===== config.mk =====
export PLATFORM = sky130hd
export DESIGN_NAME = iter_alu
export DESIGN_NICKNAME = d
export VERILOG_FILES = /design/src/rtl/iter_alu.sv
export SDC_FILE = /design/constraint.sdc
export NUM_CORES = 1
export LEC_CHECK = 0
export ABC_AREA = 0
export CORE_MARGIN = 2
export CORE_UTILIZATION = 40
export CTS_CLUSTER_SIZE = 14
export DETAILED_ROUTE_END_ITERATION = 16
export DONT_BUFFER_PORTS = 1
export PLACE_DENSITY_LB_ADDON = 0.15
export SYNTH_ARGS = -nofsm -noshare
export SYNTH_HDL_FRONTEND = slang
export SYNTH_SLANG_ARGS = --single-unit

===== constraint.sdc =====
create_clock -name clk -period 7.45 [get_ports clk]
set_clock_uncertainty 0.1 [all_clocks]
set_input_delay 1.1175 -clock clk [delete_from_list [all_inputs] [get_ports clk]]
set_output_delay 1.1175 -clock clk [all_outputs]
set_load 0.01 [all_outputs]

===== src/rtl/iter_alu.sv =====
// Multi-cycle ALU: single-cycle logic/arith ops plus an iterative shift-add
// multiplier and restoring divider sharing one 2*WIDTH working register.
module iter_alu #(
    parameter int WIDTH     = 32,
    parameter bit EN_MULDIV = 1'b1
) (
    input  logic             clk,
    input  logic             rst,
    input  logic             in_valid,
    output logic             in_ready,
    input  logic [WIDTH-1:0] a,
    input  logic [WIDTH-1:0] b,
    input  logic [3:0]       ALU_ctl,
    output logic             out_valid,
    input  logic             out_ready,
    output logic [WIDTH-1:0] result,
    output logic             zero,
    output logic             overflow,
    output logic             busy
);

    localparam int CW = $clog2(WIDTH + 1);

    typedef enum logic [1:0] {IDLE, BUSY, DONE} state_t;

    state_t             state, state_next;
    logic [CW-1:0]      counter;
    logic [1:0]         op_q;
    logic [WIDTH-1:0]   a_q, b_q;
    logic [2*WIDTH-1:0] prod_q, prod_next;
    logic               accept, start_muldiv, last_step;

    logic [WIDTH-1:0]   add_sum, sub_diff, alu_res, md_res, div_diff;
    logic               add_ovf, sub_ovf, alu_ovf, div_ge;
    logic [WIDTH:0]     mul_sum, div_shift;

    assign start_muldiv = EN_MULDIV && (ALU_ctl[3:2] == 2'b10);
    assign last_step    = (state == BUSY) && (counter == CW'(1));
    assign out_valid    = (state == DONE);
    assign busy         = (state != IDLE);

    always_ff @(posedge clk or posedge rst) begin
        if (rst) state <= IDLE;
        else     state <= state_next;
    end

    always_comb begin
        state_next = state;
        in_ready   = 1'b0;
        case (state)
            IDLE:    in_ready = 1'b1;
            DONE:    in_ready = out_ready;
            default: in_ready = 1'b0;
        endcase
        if (rst) in_ready = 1'b0;
        accept = in_valid & in_ready;
        case (state)
            IDLE: if (accept) state_next = start_muldiv ? BUSY : DONE;
            BUSY: if (last_step) state_next = DONE;
            DONE: if (out_ready) state_next = accept ? (start_muldiv ? BUSY : DONE) : IDLE;
            default: state_next = IDLE;
        endcase
    end

    // Single-cycle ops evaluate straight from the incoming operands at accept.
    assign add_sum  = a + b;
    assign sub_diff = a - b;
    assign add_ovf  = (a[WIDTH-1] == b[WIDTH-1]) && (add_sum[WIDTH-1] != a[WIDTH-1]);
    assign sub_ovf  = (a[WIDTH-1] != b[WIDTH-1]) && (sub_diff[WIDTH-1] != a[WIDTH-1]);

    always_comb begin
        alu_res = a & b;
        alu_ovf = 1'b0;
        case (ALU_ctl)
            4'b0001: alu_res = a | b;
            4'b0010: begin alu_res = add_sum;  alu_ovf = add_ovf; end
            4'b0110: begin alu_res = sub_diff; alu_ovf = sub_ovf; end
            4'b0111: alu_res = {{(WIDTH-1){1'b0}}, sub_diff[WIDTH-1] ^ sub_ovf};
            4'b1100: alu_res = ~(a | b);
            default: alu_res = a & b;
        endcase
    end

    // Upper half holds accumulator/remainder, lower half multiplier/quotient.
    assign mul_sum   = {1'b0, prod_q[2*WIDTH-1:WIDTH]} + (prod_q[0] ? {1'b0, a_q} : '0);
    assign div_shift = {prod_q[2*WIDTH-1:WIDTH], prod_q[WIDTH-1]};
    assign div_ge    = div_shift >= {1'b0, b_q};
    assign div_diff  = div_shift[WIDTH-1:0] - b_q;
    assign prod_next = op_q[1] ? {(div_ge ? div_diff : div_shift[WIDTH-1:0]), prod_q[WIDTH-2:0], div_ge}
                               : {mul_sum, prod_q[WIDTH-1:1]};
    assign md_res    = op_q[0] ? prod_next[2*WIDTH-1:WIDTH] : prod_next[WIDTH-1:0];

    always_ff @(posedge clk or posedge rst) begin
        if (rst) begin
            counter  <= '0;
            op_q     <= '0;
            a_q      <= '0;
            b_q      <= '0;
            prod_q   <= '0;
            result   <= '0;
            zero     <= 1'b0;
            overflow <= 1'b0;
        end else if (accept) begin
            a_q     <= a;
            b_q     <= b;
            op_q    <= ALU_ctl[1:0];
            counter <= CW'(WIDTH);
            prod_q  <= {{WIDTH{1'b0}}, (ALU_ctl[1] ? a : b)};
            if (!start_muldiv) begin
                result   <= alu_res;
                zero     <= (alu_res == '0);
                overflow <= alu_ovf;
            end
        end else if (state == BUSY) begin
            prod_q  <= prod_next;
            counter <= counter - CW'(1);
            if (last_step) begin
                result   <= md_res;
                zero     <= (md_res == '0);
                overflow <= 1'b0;
            end
        end
    end

endmodule


==> results.py, run 1 <==
metrics = {
    "floorplan": {
        "coreArea_sq_mm": 0.0467,
        "die_w_um": 222,
        "die_y_um": 222,
        "fp.dieArea_sq_mm": 0.0492,
        "ios": 109,
        "rows": 79,
        "start_util": 0.407,
    },
    "logic_synthesis": {
        "synthArstFlopShare": 1.00,
        "synth_ff_type": "dfrtp_1",
        "synth_area_sq_mm": 0.0190,
        "yosys_register_bits": 172,
        "syn_avg_cell_area_sq_um": 7.66,
        "netlist_instances": 2477,
        "yosysWarningCount": 0,
        "synth.distinct_cells": 109,
        "synth.yosys.seq_area_share": 0.227,
        "syn-num-nets": 2727,
        "synth_edf_count": 0,
    },
    "timing": {
        "finalMaxSlewViolations": 0,
        "slew_headroom": 0.230,
        "fin_ws_ns": 1.53,
        "worst_pin_slew_ns": 1.14,
        "tns_ns": 0,
        "fmax_mhz": 169,
        "hold_viol_final": 0,
        "finalSetupViolations": 0,
        "min_period_over_period": 0.794,
        "min_period_ns": 5.92,
        "grt_setup_unrepaired": "false",
    },
    "global_route": {
        "use_met2": 0.498,
        "antenna_found_initial": 6,
        "grt_pass1_vias": 18549,
        "track_usage": 0.322,
        "grt_max_degree": 89,
        "grt-busiest-layer": "met2",
        "grt_pass1_wl_mm": 121,
        "grtUsageMet3": 0.0619,
        "grt_overflow": 0,
        "gr-usage-met1": 0.451,
    },
    "final_layout": {
        "antenna_cells": 0,
        "nets": 2621,
        "area_growth_pct": 4.64,
        "final_cells": 2991,
        "utilization": 0.426,
        "layout-drive-gt1-share": 0.0583,
    },
    "critical_path": {
        "path_cells": "inv_1 > ha_1 > nor4_1 > o21ai_2 > a2111o_1 > a311oi_2 > o21ai_2 > a21oi_1 > nor2_1 > nor2_1 > nor2_1 > fa_1 > nand3_1 > a21oi_1 > a21oi_1 > nor2_1 > a221oi_1 > nand4_1 > nor4_1 > nand4_1 > nor4b_1 > nand4_1 > o21ai_2",
        "critPathArrivalTime_ns": 6.21,
        "cp_common_cell": "nor2_1",
        "startpoint": "a[14]",
        "worst-setup-path-type": "in -> reg",
        "r2r_start": "prod_q[33]",
        "reg2reg_setup_slack_ns": 2.30,
        "slowest_delay_ns": 0.72,
        "critPathRequiredTime_ns": 7.75,
        "reg2regPathDepth": 14,
        "r2r-end": "zero",
        "slowest_stage": "nor4_1",
        "path_max_fanout": 13,
        "crit_path_end_kind": "flop",
        "cp-start-kind": "input pin",
    },
    "clock_tree": {
        "clk_latency_ns": 0.47,
        "clk_pin_slew_ns": 0.08,
        "cts_made_buffers": 17,
        "cts_tree": "built",
        "clock-sinks": 172,
        "postCtsHoldBufs": 0,
        "root_buffer": "clkbuf_16",
        "post_cts_resize_count": 0,
        "clock_path_buffers": 2,
        "ctsHtreeMaxLevel": 4,
        "postCtsSetupBuffers": 0,
    },
    "worst_hold_path": {
        "whs_endpoint": "a_q[28]",
        "hold_class": "reg -> reg",
        "min_path_cells": 2,
        "worstHoldStart": "a_q[28]",
    },
    "pwr": {
        "p_per_area_mw_per_mm2": 369,
        "ir_worst_vdd_mv": 0.139,
        "leakage_nw": 8.82,
        "totalPowerFinal_mw": 7.32,
    },
    "route": {
        "drc": 0,
        "wl_per_cell_um": 27.2,
        "detail-route-antenna-nets": 0,
        "first_iter_violations": 2236,
        "drt_pre_antenna_iters": 6,
        "viasPerCell": 6.56,
        "drt_wl_total_mm": 81.2,
        "vias": 19626,
    },
    "run": {
        "cap_viol_max_count": 0,
    },
    "outcome": {
        "outcome": "finished, final reports clean",
    },
    "placement": {
        "gp_routability_congestion": 0.949,
        "place_hpwl_mm": 63.4,
        "portBuffers": 0,
        "post-place-cells": 2959,
        "pre_cts_slack_ns": 1.12,
    },
}
[worst max path at each step]
stage | slack, ns | to
after CTS | 1.59 | zero
after floorplan | 1.57 | a_q[0]
after global placement | 1.16 | zero
after global routing | 1.04 | zero
after detailed placement | 1.12 | zero
final | 1.53 | zero
[logic make-up (layout without fill, tap and decap cells)]
family	Yosys count	after routing	share of synthesized area
flops	172	172	0.227
simple gates	852	852	0.218
xor+xnor	53	53	0.0245
buf+inv	306	213	0.0682
mux	84	84	0.0458
compound gates	832	832	0.297
fa+ha+maj	178	178	0.119
[flip-flops by register name, summed over array words and instances, names as in the netlist]
signal and count:
prod_q 64, a_q 32, b_q 32, result 32, counter 6, op_q 2
state 2, overflow 1, zero 1
[layout by cell type (no fill, tap or decap), drive strengths merged, types with 11 or more instances in the layout]
cell type,netlist,routed
a31oi,35,35
or3,17,17
inv,151,156
xnor2,36,36
and3,24,24
a22oi,12,12
a21oi,185,185
nand3,93,93
ha,173,173
xor2,17,17
mux2i,70,70
nor2b,23,23
and4,13,13
nand4,33,33
dfrtp,172,172
o31ai,23,23
a21o,39,39
nor4,20,20
nand2,278,278
buf,52,28
mux2,13,13
o21bai,11,11
o22ai,23,23
o21ai,200,200
a211oi,31,31
o211ai,24,24
a221oi,18,18
nand2b,24,24
o221ai,45,45
and2,52,52
nor2,172,172
o21a,33,33
nor3,61,61
a221o,22,22
a31o,11,11
clkbuf,101,19
[metal layers]
layer,part of all wire,routed length [um],vias to the layer above
met5,0.00016,13,-
met3,0.082,6690,129
li1,-,-,8931
met2,0.43,35100,915
met4,0.032,2640,2
met1,0.45,36800,9649
[metrics by stage]
step                instance area, sq um  hold slack, ns
finish                             19900           0.389
global route                       19900           0.444
CTS                                19900           0.390
detailed placement                 19300           0.373
global placement                   19300           0.358
floorplan                          19000           0.342
[where the power goes]
group,total [mW],leakage [nW],switching [mW],internal (mW)
clock network,0.933,0.277,0.462,0.470
registers,1.80,2.18,0.498,1.31
logic,4.58,6.37,2.96,1.63
total,7.32,8.82,3.92,3.40
[cells in the mapped netlist (8+ instances only)]
library cell / count / share of area
mux2i_1: 70 / 0.037
o221ai_1: 45 / 0.021
a221oi_1: 16 / 0.0074
o31a_1: 8 / 0.0037
buf_2: 27 / 0.0071
nand2_1: 278 / 0.055
inv_1: 149 / 0.029
buf_1: 14 / 0.0028
xnor2_1: 36 / 0.017
a31o_2: 9 / 0.0042
and4_1: 12 / 0.0055
a211oi_1: 30 / 0.012
o21ai_0: 180 / 0.047
mux2_2: 12 / 0.0071
clkbuf_1: 96 / 0.019
nor2b_1: 23 / 0.0076
nand2b_1: 24 / 0.0079
a31oi_1: 35 / 0.012
o21a_1: 32 / 0.013
xor2_1: 17 / 0.0078
a21oi_1: 182 / 0.048
a22oi_1: 12 / 0.0047
o21ai_1: 16 / 0.0042
or3_1: 17 / 0.0056
o22ai_1: 23 / 0.0076
o211ai_1: 23 / 0.0091
ha_1: 173 / 0.11
dfrtp_1: 172 / 0.23
or4_1: 9 / 0.0036
buf_6: 8 / 0.0047
o31ai_1: 22 / 0.0087
o21bai_1: 11 / 0.0044
nor4_1: 19 / 0.0063
nand4_1: 33 / 0.011
and3_1: 23 / 0.0076
a21o_1: 39 / 0.015
a221o_1: 22 / 0.012
nor3_1: 59 / 0.016
nand3_1: 92 / 0.024
nor2_1: 171 / 0.034
and2_1: 51 / 0.017
[worst max-delay path: cells and delay by family]
family / cells / cell delay [ns]
AOI/OAI and AO/OA: 9 / 1.97
buffers and inverters: 1 / 0.03
and+or+nand+nor: 11 / 2.18
adders and majority gates: 2 / 0.88
[final cells by class]
class	instances	area (sq um)
fillers	4868	26800
multi-input cells	1999	13400
flip-flops and latches	172	4310
well taps	607	759
inverters	153	579
clock buffers	19	433
repair buffers	28	210
clock inverters	13	131
Power figures use the tool's default switching activity.
==> run 2: changes to the inputs <==
- clock period: 7.45 -> 5.4 ns (I/O delays scaled with it)
==> run 2 against run 1 <==
  * Power rose by 41%
  * Utilization increased by 2.3 points
  * Count of clock-buffer cells in the layout increased by 1
  * Non-clock buffer count increased by 132
  * Final area grew 5.3%
  * Cell count is 4.4% higher
  * Register-to-register slack worse by 1.7 ns
  * Critical endpoint unchanged
  * Largest cell class unchanged
  * Highest routed layer is now met4
==> results.py, run 2 (synthesis results as in run 1) <==
metrics = {
    "critical_path": {
        "cp_common_cell": "nor2_1",
        "crit_path_end_kind": "flop",
        "cp-start-kind": "input pin",
        "worst-setup-path-type": "in -> reg",
        "critPathArrivalTime_ns": 5.41,
        "path_max_fanout": 4,
        "slowest_stage": "or4_4",
        "critPathRequiredTime_ns": 5.69,
        "slowest_delay_ns": 0.57,
    },
    "timing": {
        "tns_ns": 0,
        "fin_ws_ns": 0.283,
        "finalSetupViolations": 0,
        "finalMaxSlewViolations": 0,
        "slew_headroom": 0.247,
        "worst_pin_slew_ns": 1.13,
        "hold_viol_final": 0,
        "fmax_mhz": 195,
        "min_period_over_period": 0.948,
        "min_period_ns": 5.12,
        "holdWs_ns": 0.351,
    },
    "final_layout": {
        "layout-drive-gt1-share": 0.109,
        "fin_area_sq_mm": 0.0209,
        "final_common_cell": "nand2_1",
        "utilization": 0.448,
        "final_cells": 3123,
        "area_growth_pct": 10.2,
        "layout_common_cells": "nand2_1 (277), o21ai_0 (180), a21oi_1 (180), ha_1 (173), dfrtp_1 (171)",
        "largest_register_ffs": 64,
        "nFillCells": 4785,
        "regMostFlops": "prod_q",
        "nets": 2753,
        "antenna_cells": 0,
    },
    "global_route": {
        "grt_max_degree": 173,
        "grt_pass1_vias": 18930,
        "antenna_found_initial": 3,
        "grt_pass1_wl_mm": 122,
        "grt_overflow": 0,
        "track_usage": 0.326,
    },
    "placement": {
        "place_hpwl_mm": 66.0,
        "post-place-cells": 3090,
        "portBuffers": 0,
        "dpl_cell_area_sq_mm": 0.0203,
        "pre_cts_slack_ns": -0.510,
        "gp_routability_congestion": 0.998,
    },
    "floorplan": {
        "die_y_um": 222,
        "coreArea_sq_mm": 0.0467,
        "rows": 79,
        "fp.dieArea_sq_mm": 0.0492,
        "die_w_um": 222,
        "ios": 109,
        "start_util": 0.407,
    },
    "clock_tree": {
        "clk_latency_ns": 0.46,
        "clock-sinks": 172,
        "postCtsHoldBufs": 0,
        "cts_made_buffers": 17,
        "cts_tree": "built",
        "clock_path_buffers": 2,
        "root_buffer": "clkbuf_16",
        "clk_pin_slew_ns": 0.07,
        "ctsHtreeMaxLevel": 4,
    },
    "pwr": {
        "netSwitchingFraction": 0.521,
        "totalPowerFinal_mw": 10.3,
        "ir_worst_vdd_mv": 0.203,
        "pwr-share-clk": 0.126,
        "p_sw_mw": 5.38,
        "p_int_mw": 4.95,
        "p_comb_frac": 0.644,
        "p_per_area_mw_per_mm2": 494,
        "seq_power_share": 0.230,
        "leakage_nw": 9.48,
    },
    "route": {
        "viasPerCell": 6.37,
        "drt_wl_total_mm": 82.2,
        "detail-route-antenna-nets": 0,
        "vias": 19904,
        "first_iter_violations": 2437,
        "drc": 0,
        "drt_pre_antenna_iters": 6,
        "wl_per_cell_um": 26.3,
    },
    "run": {
        "cap_viol_max_count": 0,
    },
    "worst_hold_path": {
        "hold_class": "in -> reg",
    },
    "outcome": {
        "outcome": "finished, final reports clean",
    },
}
==> run 2: cell count changes in the layout (fill, tap and decap cells not counted), sizes merged <==
cell / change
buf: +132
bufinv: +1
clkbuf: +1
clkinv: -4
clkinvlp: +2
==> run 2: worst paths after layout <==
path	slack, ns	cells after the start	from	to
setup / recovery	0.28	25	a[8]	zero
hold / removal	0.35	1	out_ready	state[1]
setup reg to reg	0.55	13	prod_q[57]	zero
hold reg to reg	0.38	2	a_q[18]	a_q[18]
max in group asynchronous	4.07	2	rst	prod_q[24]
min in group asynchronous	0.37	2	rst	a_q[6]
==> run 2: power groups by stage <==
| stage | clock (mW) | sequential, mW | combinational (mW) |
|---|---|---|---|
| floorplan | 0 | 2.14 | 4.58 |
| global placement | 0 | 2.37 | 6.43 |
| detailed placement | 0 | 2.38 | 6.47 |
| CTS | 1.33 | 2.36 | 6.51 |
| global route | 1.38 | 2.43 | 7.22 |
| finish | 1.31 | 2.37 | 6.65 |
==> run 2: final cells by class <==
class,instances,area [sq um],area share
inverter,153,578,0.0276
clock buffer,20,457,0.0218
tap,607,759,0.0363
clock inverter,12,146,0.00700
multi-input combinational,1999,13500,0.643
timing repair buffer,160,1210,0.0580
sequential,172,4310,0.206
==> run 2: critical path, delay by kind of cell <==
kind | cells | cell delay, ns
adders and majority gates | 2 | 0.65
buffers and inverters | 1 | 0.04
AOI/OAI and AO/OA | 10 | 1.87
and+or+nand+nor | 12 | 2.06
==> run 2: timing repair <==
item / CTS / global route
hold endpoints to repair: 0 / 0
resized for setup: 1 / 4
buffers inserted: 0 / 1
setup endpoints to repair: 1 / 1
pin swaps: 0 / 7
==> run 2: layer usage <==
layer | track usage | wire length [um] | vias to the layer above
met1 | 0.462 | 37700 | 9739
met3 | 0.0606 | 6370 | 123
li1 | - | - | 9204
met4 | 0.101 | 2510 | 0
met2 | 0.502 | 35600 | 838
met5 | 0 | 0 | -
